==> src/rtl/decode_stage.sv <==
// -----------------------------------------------------------------------------
// decode_stage
//   Decode (DE) stage of the pipeline. It takes the instruction and PC from the
//   fetch latch and decodes the RV32I base subset. It reads operands from the
//   32x32 register file, which this stage owns and which WB writes back into.
//   It builds the sign-extended immediate and registers operands plus control
//   into the DE/EX latch. A flush from ME (taken branch/jump) loads a bubble
//   into the latch.
//
// Ports
//   clk, reset                 clock, synchronous active-high reset
//   instr_i, pc_i              instruction/PC from the FE latch
//   flush_i                    squash the slot entering the DE/EX latch
//   wb_we_i/wb_rd_i/wb_data_i  register file write port driven by WB
//   valid_o, pc_o              latched slot valid flag and PC
//   rs1_data_o/rs2_data_o      latched operands (WB write-through applied)
//   imm_o                      latched sign-extended immediate
//   rs1_o/rs2_o/rd_o           latched register indices
//   alu_op_o                   0 ADD,1 SUB,2 SLL,3 SLT,4 SLTU,5 XOR,6 SRL,7 SRA,
//                              8 OR,9 AND
//   alu_src_a_o                0 rs1, 1 pc, 2 zero
//   alu_src_b_o                0 rs2, 1 imm
//   reg_we_o, mem_we_o, mem_re_o, funct3_o, branch_o, jump_o (0/1 JAL/2 JALR)
//   illegal_o                  unsupported opcode seen in this slot
// -----------------------------------------------------------------------------
module decode_stage #(
  parameter int XLEN    = 32,
  parameter int PC_W    = 32,
  parameter int INSTR_W = 32
) (
  input  logic               clk,
  input  logic               reset,
  input  logic [INSTR_W-1:0] instr_i,
  input  logic [PC_W-1:0]    pc_i,
  input  logic               flush_i,
  input  logic               wb_we_i,
  input  logic [4:0]         wb_rd_i,
  input  logic [XLEN-1:0]    wb_data_i,
  output logic               valid_o,
  output logic [PC_W-1:0]    pc_o,
  output logic [XLEN-1:0]    rs1_data_o,
  output logic [XLEN-1:0]    rs2_data_o,
  output logic [XLEN-1:0]    imm_o,
  output logic [4:0]         rs1_o,
  output logic [4:0]         rs2_o,
  output logic [4:0]         rd_o,
  output logic [3:0]         alu_op_o,
  output logic [1:0]         alu_src_a_o,
  output logic               alu_src_b_o,
  output logic               reg_we_o,
  output logic               mem_we_o,
  output logic               mem_re_o,
  output logic [2:0]         funct3_o,
  output logic               branch_o,
  output logic [1:0]         jump_o,
  output logic               illegal_o
);

  localparam logic [6:0] OPC_LUI    = 7'h37;
  localparam logic [6:0] OPC_AUIPC  = 7'h17;
  localparam logic [6:0] OPC_JAL    = 7'h6F;
  localparam logic [6:0] OPC_JALR   = 7'h67;
  localparam logic [6:0] OPC_BRANCH = 7'h63;
  localparam logic [6:0] OPC_LOAD   = 7'h03;
  localparam logic [6:0] OPC_STORE  = 7'h23;
  localparam logic [6:0] OPC_OPIMM  = 7'h13;
  localparam logic [6:0] OPC_OP     = 7'h33;

  localparam logic [3:0] ALU_ADD  = 4'd0;
  localparam logic [3:0] ALU_SUB  = 4'd1;
  localparam logic [3:0] ALU_SLL  = 4'd2;
  localparam logic [3:0] ALU_SLT  = 4'd3;
  localparam logic [3:0] ALU_SLTU = 4'd4;
  localparam logic [3:0] ALU_XOR  = 4'd5;
  localparam logic [3:0] ALU_SRL  = 4'd6;
  localparam logic [3:0] ALU_SRA  = 4'd7;
  localparam logic [3:0] ALU_OR   = 4'd8;
  localparam logic [3:0] ALU_AND  = 4'd9;

  localparam logic [1:0] SRC_A_RS1  = 2'd0;
  localparam logic [1:0] SRC_A_PC   = 2'd1;
  localparam logic [1:0] SRC_A_ZERO = 2'd2;

  // funct3 -> ALU operation. funct7[5] picks SRA for shifts-right in both
  // forms, but SUB only for register-register ops (ADDI has no SUBI).
  function automatic logic [3:0] alu_from_funct(input logic [2:0] f3,
                                                input logic       alt,
                                                input logic       reg_reg);
    logic [3:0] op;
    case (f3)
      3'd0:    op = (alt && reg_reg) ? ALU_SUB : ALU_ADD;
      3'd1:    op = ALU_SLL;
      3'd2:    op = ALU_SLT;
      3'd3:    op = ALU_SLTU;
      3'd4:    op = ALU_XOR;
      3'd5:    op = alt ? ALU_SRA : ALU_SRL;
      3'd6:    op = ALU_OR;
      default: op = ALU_AND;
    endcase
    return op;
  endfunction

  // Instruction fields
  logic [6:0] opcode;
  logic [2:0] funct3;
  logic       f7_alt;
  logic [4:0] rs1_idx;
  logic [4:0] rs2_idx;
  logic [4:0] rd_idx;

  assign opcode  = instr_i[6:0];
  assign rd_idx  = instr_i[11:7];
  assign funct3  = instr_i[14:12];
  assign rs1_idx = instr_i[19:15];
  assign rs2_idx = instr_i[24:20];
  assign f7_alt  = instr_i[30];

  // Immediate formats; B/J stay byte offsets, EX rescales for word PCs.
  logic signed [31:0] imm_i;
  logic signed [31:0] imm_s;
  logic signed [31:0] imm_b;
  logic signed [31:0] imm_u;
  logic signed [31:0] imm_j;
  logic signed [31:0] imm_sh;

  assign imm_i  = {{20{instr_i[31]}}, instr_i[31:20]};
  assign imm_s  = {{20{instr_i[31]}}, instr_i[31:25], instr_i[11:7]};
  assign imm_b  = {{19{instr_i[31]}}, instr_i[31], instr_i[7], instr_i[30:25],
                   instr_i[11:8], 1'b0};
  assign imm_u  = {instr_i[31:12], 12'd0};
  assign imm_j  = {{11{instr_i[31]}}, instr_i[31], instr_i[19:12], instr_i[20],
                   instr_i[30:21], 1'b0};
  assign imm_sh = {27'd0, instr_i[24:20]};

  // Decode
  logic               legal;
  logic [3:0]         alu_op_d;
  logic [1:0]         src_a_d;
  logic               src_b_d;
  logic               wr_rd_d;
  logic               mem_we_d;
  logic               mem_re_d;
  logic               branch_d;
  logic [1:0]         jump_d;
  logic signed [31:0] imm_d;

  always_comb begin
    legal    = 1'b1;
    alu_op_d = ALU_ADD;
    src_a_d  = SRC_A_RS1;
    src_b_d  = 1'b0;
    wr_rd_d  = 1'b0;
    mem_we_d = 1'b0;
    mem_re_d = 1'b0;
    branch_d = 1'b0;
    jump_d   = 2'd0;
    imm_d    = '0;
    case (opcode)
      OPC_LUI: begin
        src_a_d = SRC_A_ZERO;
        src_b_d = 1'b1;
        wr_rd_d = 1'b1;
        imm_d   = imm_u;
      end
      OPC_AUIPC: begin
        src_a_d = SRC_A_PC;
        src_b_d = 1'b1;
        wr_rd_d = 1'b1;
        imm_d   = imm_u;
      end
      OPC_JAL: begin
        jump_d  = 2'd1;
        src_a_d = SRC_A_PC;
        src_b_d = 1'b1;
        wr_rd_d = 1'b1;
        imm_d   = imm_j;
      end
      OPC_JALR: begin
        jump_d  = 2'd2;
        src_b_d = 1'b1;
        wr_rd_d = 1'b1;
        imm_d   = imm_i;
      end
      OPC_BRANCH: begin
        branch_d = 1'b1;
        alu_op_d = ALU_SUB;
        imm_d    = imm_b;
      end
      OPC_LOAD: begin
        mem_re_d = 1'b1;
        src_b_d  = 1'b1;
        wr_rd_d  = 1'b1;
        imm_d    = imm_i;
      end
      OPC_STORE: begin
        mem_we_d = 1'b1;
        src_b_d  = 1'b1;
        imm_d    = imm_s;
      end
      OPC_OPIMM: begin
        src_b_d  = 1'b1;
        wr_rd_d  = 1'b1;
        alu_op_d = alu_from_funct(funct3, f7_alt, 1'b0);
        // Shift-immediate forms carry funct7 in imm[11:5]; only shamt matters.
        imm_d    = (funct3 == 3'd1 || funct3 == 3'd5) ? imm_sh : imm_i;
      end
      OPC_OP: begin
        wr_rd_d  = 1'b1;
        alu_op_d = alu_from_funct(funct3, f7_alt, 1'b1);
      end
      default: legal = 1'b0;
    endcase
  end

  // Register file read with WB write-through
  logic [XLEN-1:0] rf [32];
  logic [XLEN-1:0] rs1_val;
  logic [XLEN-1:0] rs2_val;

  assign rs1_val = (rs1_idx == 5'd0) ? '0 :
                   (wb_we_i && wb_rd_i == rs1_idx) ? wb_data_i : rf[rs1_idx];
  assign rs2_val = (rs2_idx == 5'd0) ? '0 :
                   (wb_we_i && wb_rd_i == rs2_idx) ? wb_data_i : rf[rs2_idx];

  always_ff @(posedge clk) begin
    if (reset) begin
      for (int i = 0; i < 32; i++) rf[i] <= '0;
    end else if (wb_we_i && wb_rd_i != 5'd0) begin
      rf[wb_rd_i] <= wb_data_i;
    end
  end

  // ---- DE/EX latch (stage boundary p1) ----
  logic              vld_p1;
  logic [PC_W-1:0]   pc_p1;
  logic [XLEN-1:0]   rs1_data_p1;
  logic [XLEN-1:0]   rs2_data_p1;
  logic [XLEN-1:0]   imm_p1;
  logic [4:0]        rs1_p1;
  logic [4:0]        rs2_p1;
  logic [4:0]        rd_p1;
  logic [3:0]        alu_op_p1;
  logic [1:0]        src_a_p1;
  logic              src_b_p1;
  logic              reg_we_p1;
  logic              mem_we_p1;
  logic              mem_re_p1;
  logic [2:0]        funct3_p1;
  logic              branch_p1;
  logic [1:0]        jump_p1;
  logic              illegal_p1;

  always_ff @(posedge clk) begin
    if (reset || flush_i || !legal) begin
      vld_p1      <= 1'b0;
      pc_p1       <= '0;
      rs1_data_p1 <= '0;
      rs2_data_p1 <= '0;
      imm_p1      <= '0;
      rs1_p1      <= '0;
      rs2_p1      <= '0;
      rd_p1       <= '0;
      alu_op_p1   <= '0;
      src_a_p1    <= '0;
      src_b_p1    <= 1'b0;
      reg_we_p1   <= 1'b0;
      mem_we_p1   <= 1'b0;
      mem_re_p1   <= 1'b0;
      funct3_p1   <= '0;
      branch_p1   <= 1'b0;
      jump_p1     <= '0;
      // An illegal opcode is only reported when the slot is not squashed.
      illegal_p1  <= !reset && !flush_i && !legal;
    end else begin
      vld_p1      <= 1'b1;
      pc_p1       <= pc_i;
      rs1_data_p1 <= rs1_val;
      rs2_data_p1 <= rs2_val;
      imm_p1      <= XLEN'(imm_d);
      rs1_p1      <= rs1_idx;
      rs2_p1      <= rs2_idx;
      rd_p1       <= rd_idx;
      alu_op_p1   <= alu_op_d;
      src_a_p1    <= src_a_d;
      src_b_p1    <= src_b_d;
      reg_we_p1   <= wr_rd_d && (rd_idx != 5'd0);
      mem_we_p1   <= mem_we_d;
      mem_re_p1   <= mem_re_d;
      funct3_p1   <= funct3;
      branch_p1   <= branch_d;
      jump_p1     <= jump_d;
      illegal_p1  <= 1'b0;
    end
  end

  assign valid_o     = vld_p1;
  assign pc_o        = pc_p1;
  assign rs1_data_o  = rs1_data_p1;
  assign rs2_data_o  = rs2_data_p1;
  assign imm_o       = imm_p1;
  assign rs1_o       = rs1_p1;
  assign rs2_o       = rs2_p1;
  assign rd_o        = rd_p1;
  assign alu_op_o    = alu_op_p1;
  assign alu_src_a_o = src_a_p1;
  assign alu_src_b_o = src_b_p1;
  assign reg_we_o    = reg_we_p1;
  assign mem_we_o    = mem_we_p1;
  assign mem_re_o    = mem_re_p1;
  assign funct3_o    = funct3_p1;
  assign branch_o    = branch_p1;
  assign jump_o      = jump_p1;
  assign illegal_o   = illegal_p1;

endmodule

==> config.mk <==
export PLATFORM = sky130hd
export DESIGN_NAME = decode_stage
export DESIGN_NICKNAME = d
export VERILOG_FILES = /design/src/rtl/decode_stage.sv
export SDC_FILE = /design/constraint.sdc
export NUM_CORES = 2
export LEC_CHECK = 0
export CAP_MARGIN = 20
export CORE_MARGIN = 5
export CORE_UTILIZATION = 30
export CTS_CLUSTER_DIAMETER = 30
export CTS_CLUSTER_SIZE = 30
export DETAILED_ROUTE_END_ITERATION = 8
export PLACE_DENSITY = 0.49
export SYNTH_ARGS = -nofsm -noshare
export SYNTH_HDL_FRONTEND = slang
export SYNTH_SLANG_ARGS = --single-unit
==> constraint.sdc <==
create_clock -name clk -period 2.6 [get_ports clk]
set_input_delay 0.26 -clock clk [delete_from_list [all_inputs] [get_ports clk]]
set_output_delay 0.26 -clock clk [all_outputs]
set_load 0.03 [all_outputs]
Yosys cells after proc, flatten, opt, wreduce, memory -nomap -nowiden
Memories as Yosys holds them, arrays and structs flattened. A register that Yosys moved wholly into a read port is not among the register bits.
Cells that the tools add are included.

storage, ports and cells
  register bits after elaboration = 97
  latch bits = 0
  bits in writable memories = 1,024
  memory bits (read-only) = 0
  bits of input ports = 105
  output and inout port bits = 161
  logic and storage cells = 80
  memories kept = 1

memory list
  name  depth  bits a word  read ports  clocked after memory_dff  wr ports  line  RTL
  rf    32     32           2           2                         32        216   logic [XLEN-1:0] rf [32];

cells by class
  add/sub/neg operators = 0
  multipliers = 0
  divide/modulo/power cells = 0
  order comparisons = 0
  equal/unequal tests = 15
  shifts and indexed selects = 0
  mux-type cells = 24
  bitwise gates (word level) = 0
  reduce and logical (&&, ||, !) cells = 24

operators by type and width
  cell                                                 number
  one-hot mux 32 bit (6 select lines)                  1
  2-to-1 mux 32 bit                                    2
  one-hot mux 4 bit (7 select lines)                   2
  OR reduction 32 bit                                  1
  equality test 7 x 6 -> 1 bit, second input constant  3
  equality test 7 bit, second input constant           3
  2-to-1 mux 1 bit                                     15
  equality test 7 x 5 -> 1 bit, second input constant  2
  OR reduction 7 bit                                   2
  one-hot mux 4 bit (3 select lines)                   1
  zero test 5 bit                                      2
  nonzero test 5 bit                                   2
  OR reduction 2 bit                                   5
  equality test 3 bit, second input constant           3
  OR reduction 9 bit                                   1
  one-hot mux 2 bit (2 select lines)                   2
  equality test 7 x 2 -> 1 bit, second input constant  1
  equality test 3 x 2 -> 1 bit, second input constant  2
  2-to-1 mux 5 bit                                     1
  logical AND 1 bit                                    4
  equality test 3 x 1 -> 1 bit, second input constant  1
  zero test 1 bit                                      3
  zero test 3 bit                                      1
  logical OR 1 bit                                     3

Longest topological paths before layout
  word-level depth = 7
  gate-level depth with buffers = 10
  gate-level depth less buffers = 6

Worst setup path after synthesis
Ideal clock, no wire load.

  path type = in2reg
  from = in wb_rd_i[4]
  to = mem rf[19][0], enable pin
  setup time = 375 ps
  arrival time = 1,761 ps
  setup slack = 465 ps
  stages on the path = 4
  path through = clkbuf_1 -> or3b_2 -> nor2_1 -> or2_2

RTL lines
  what         line  RTL
  from (decl)  37    input logic [4:0] wb_rd_i,
  to (decl)    216

Worst setup path in the final report
  from = reg rs1_data_p1[26], in the netlist rs1_data_o[26], read port of rf
  to = out rs1_data_o[26]

RTL lines
  what         line  RTL
  from (decl)  236   logic [XLEN-1:0] rs1_data_p1;
  to (decl)    41    output logic [XLEN-1:0] rs1_data_o,

No word-level cell between the ends.

==> impl_metrics.yaml <==
finish:
  seq_area_um2: 34000
  multi_input_area_um2: 23400
  final_layout_size_suffix_gt1_share_pct: 31.3
  nNetsFinal: 4809
  fin_area_um2: 79000
  area_growth_pct: 34.4
  fillCellCount: 17900
worst_setup_path:
  cp.required_ns: 2.34
  cpPeakStageDelay_ns: 0.82
  critPathLaunchType: "flip-flop"
  path_class: "flip-flop to primary output"
  worst-path-buf-inv: 1
  cp.arrival_ns: 2.32
  cp_max_fo: 1
  cp_cell_sequence: "clkdlybuf4s50_1"
  slowest_stage: "clkdlybuf4s50_1"
  cpLargestDelayFamily: "buffers and inverters"
  end_kind: "primary output"
detailed_routing:
  drt-pass1-iter-count: 5
  vias: 41700
  routed_via_density: 5.51
  wl_met2_um: 118000
  highest_layer: "met5"
  wl_um: 260000
  drc_errors: 0
  wl_per_cell_um: 34.3
  drtIter0Drc: 5610
  ant_nets: 0
  wl_met1_um: 103000
  routed-wl-met3_um: 24900
placed_design:
  hpwl_um: 173000
  gp_congestion: 0.891
  pre_cts_slack_ns: -0.487
  post_dp_cell_area_um2: 68500
  port_buffers: 265
sta:
  fin_worst_skew_ns: 0.0734
  slew_headroom_pct: 21.1
  slew_violations: 0
  finalSetupTns_ns: 0
  final-hold-violation-count: 0
  fmax_ghz: 0.388
  layout_min_cycle_time_ns: 2.58
  tightest_slew_ns: 1.18
  fin_crit_sh_pct: 99.2
  rsz0062_at_grt: "no"
  setup_ws_ns: 0.0219
  setup_viol: 0
power_and_ir_drop:
  pwr_density_cell_nw_per_um2: 823
  p_int_w: 0.0499
  p_leak_nw: 28.2
  combPwrFrac_pct: 8.8
  vdd_drop_max_mv: 0.730
  switching_share_pct: 23.3
  power_frac_clock_pct: 57.2
  p_seq_share_pct: 34.0
  switchingPower_w: 0.0151
  p_total_w: 0.0651
yosys:
  synth-async-reset-ratio_pct: 0
  synth_seq_cells: 1185
  synth_edf_count: 1024
  yosys.area.top_type_share_pct: 52.3
  synth_cells: 3978
  netlist_area_um2: 58800
  yosysMostFrequentCell: "and2_1"
  avgSynthCellArea_um2: 14.8
  synth_area_leaders: "edfxtp_1, mux4_2, and2_1"
  seq_area_frac_synth_pct: 57.8
  synth_area_leader_cell: "edfxtp_1"
  ys_top_cells_by_count: "and2_1, edfxtp_1, mux4_2, clkbuf_1, dfxtp_1"
  synth_ff_type: "edfxtp_1"
  ys_warn_count: 0
  yosysUniqueCellTypes: 66
grt:
  grt_pass1_vias: 41900
  grt_overflow: 0
  grt_start_max_net_pins: 50
  grtUsageTotal_pct: 24.8
  grt_pass1_wl_um: 353000
  antenna_found_initial: 26
flow_run:
  max-cap-violations: 0
min_path:
  min_path_type: "primary input to flip-flop"
cts:
  clock_latency_ns: 0.92
  cts_sinks: 1185
  clockRootBuffer: "clkbuf_16"
  cts_max_level: 5
  cts_inserted_buffers: 307
  post-cts-setup-buffer-count: 0
  cts_buffer_depth: 4
  clk_pin_slew_ns: 0.04
  cts_tree: "done"
die:
  start_util_pct: 30.2
  io_pins: 266
  core-area_um2: 195000
  rows: 162
  die_w_um: 453
  dieArea_um2: 205000
  die_y_um: 453
status:
  status: "complete, no violations"
worst paths after layout:
kind | from | to | slack (ns) | depth (start not counted)
setup / recovery | rs1_data_o[26] | rs1_data_o[26] | 0.02 | 1
hold / removal | instr_i[9] | rd_o[2] | 0.06 | 2
setup reg to reg | rf[6][4] | rs2_data_o[4] | 0.31 | 5
hold reg to reg | rf[20][29] | rs2_data_o[29] | 0.94 | 4
sequential cells by signal (all words and copies together), names as in the netlist:
register	flops
branch_o	1
rs2_data_o	32
jump_o	2
rs1_data_o	32
reg_we_o	1
alu_op_o	4
imm_o	32
rs2_o	5
funct3_o	3
alu_src_a_o	2
valid_o	1
mem_re_o	1
rs1_o	5
rd_o	5
pc_o	32
illegal_o	1
mem_we_o	1
alu_src_b_o	1
rf	1024
layout by cell type (no fill, tap or decap), types with 22 or more instances in the layout:
| cell | count |
|---|---|
| nor2_1 | 40 |
| clkinv_1 | 44 |
| edfxtp_1 | 1024 |
| mux4_2 | 472 |
| buf_12 | 122 |
| bufinv_16 | 37 |
| or2_2 | 34 |
| clkbuf_16 | 313 |
| nor4_1 | 25 |
| clkinv_2 | 37 |
| a22o_1 | 25 |
| dlygate4sd3_1 | 45 |
| o22ai_1 | 144 |
| a32o_1 | 23 |
| nor2_4 | 33 |
| dfxtp_1 | 158 |
| conb_1 | 32 |
| buf_4 | 364 |
| nand2_1 | 69 |
| clkbuf_1 | 48 |
| a21oi_1 | 50 |
| mux2_2 | 37 |
| clkdlybuf4s50_1 | 255 |
| a22oi_1 | 45 |
| mux2i_1 | 72 |
| nor3_1 | 30 |
| o21ai_0 | 25 |
| and2_1 | 1054 |
| o211ai_1 | 22 |
layer usage:
metal,global-route usage [%],up-vias
met5,0,-
met4,11.2,4
met2,39.0,2505
li1,-,16900
met3,5.74,552
met1,32.8,21800
stage by stage:
stage | util (%) | hold WS (ns) | std cells
2_1_floorplan | - | 0.337 | 4009
3_3_place_gp | 35.1 | 0.809 | 6974
3_5_place_dp | 35.1 | 0.810 | 6974
4_1_cts | 40.5 | 0.00622 | 7556
5_1_grt | 40.5 | 0.0487 | 7556
6_report | 40.5 | 0.0622 | 7559
cell families (layout without fill, tap and decap cells):
group                  count (synthesis)  count (layout)  share of synthesized area (%)
multiplexers                         581             581                           20.0
XOR/XNOR                              10              10                          0.149
AND/OR/NAND/NOR                     1376            1376                           14.1
other                                  1              35                        0.00638
flip-flops                          1185            1185                           57.8
AO/OA/AOI/OAI                        413             413                           5.03
buffers and inverters                412            1335                           2.97
what timing repair did:
| item | 4_1_cts | 5_1_grt |
|---|---|---|
| hold endpoints to repair | 56 | 0 |
| setup endpoints to repair | 4 | 0 |
| hold buffers | 45 | 0 |
| gates resized for setup | 4 | 0 |
area by class of cell:
cell class	count	area share, %
clock inverters	160	2.29
multi-input cells	2412	29.7
clock buffers	377	10.4
diodes	3	0.00950
repair buffers	793	10.5
inverters	5	0.0237
well taps	2624	4.15
flip-flops and latches	1185	43.0
power groups by stage:
stage	sequential [W]	combinational, W	clock (W)
floorplan	0.0222	0.00283	0
global placement	0.0224	0.00563	0
detailed placement	0.0224	0.00562	0
CTS	0.0221	0.00570	0.0376
global route	0.0222	0.00587	0.0386
finish	0.0221	0.00573	0.0372
Power figures use the tool's default switching activity.
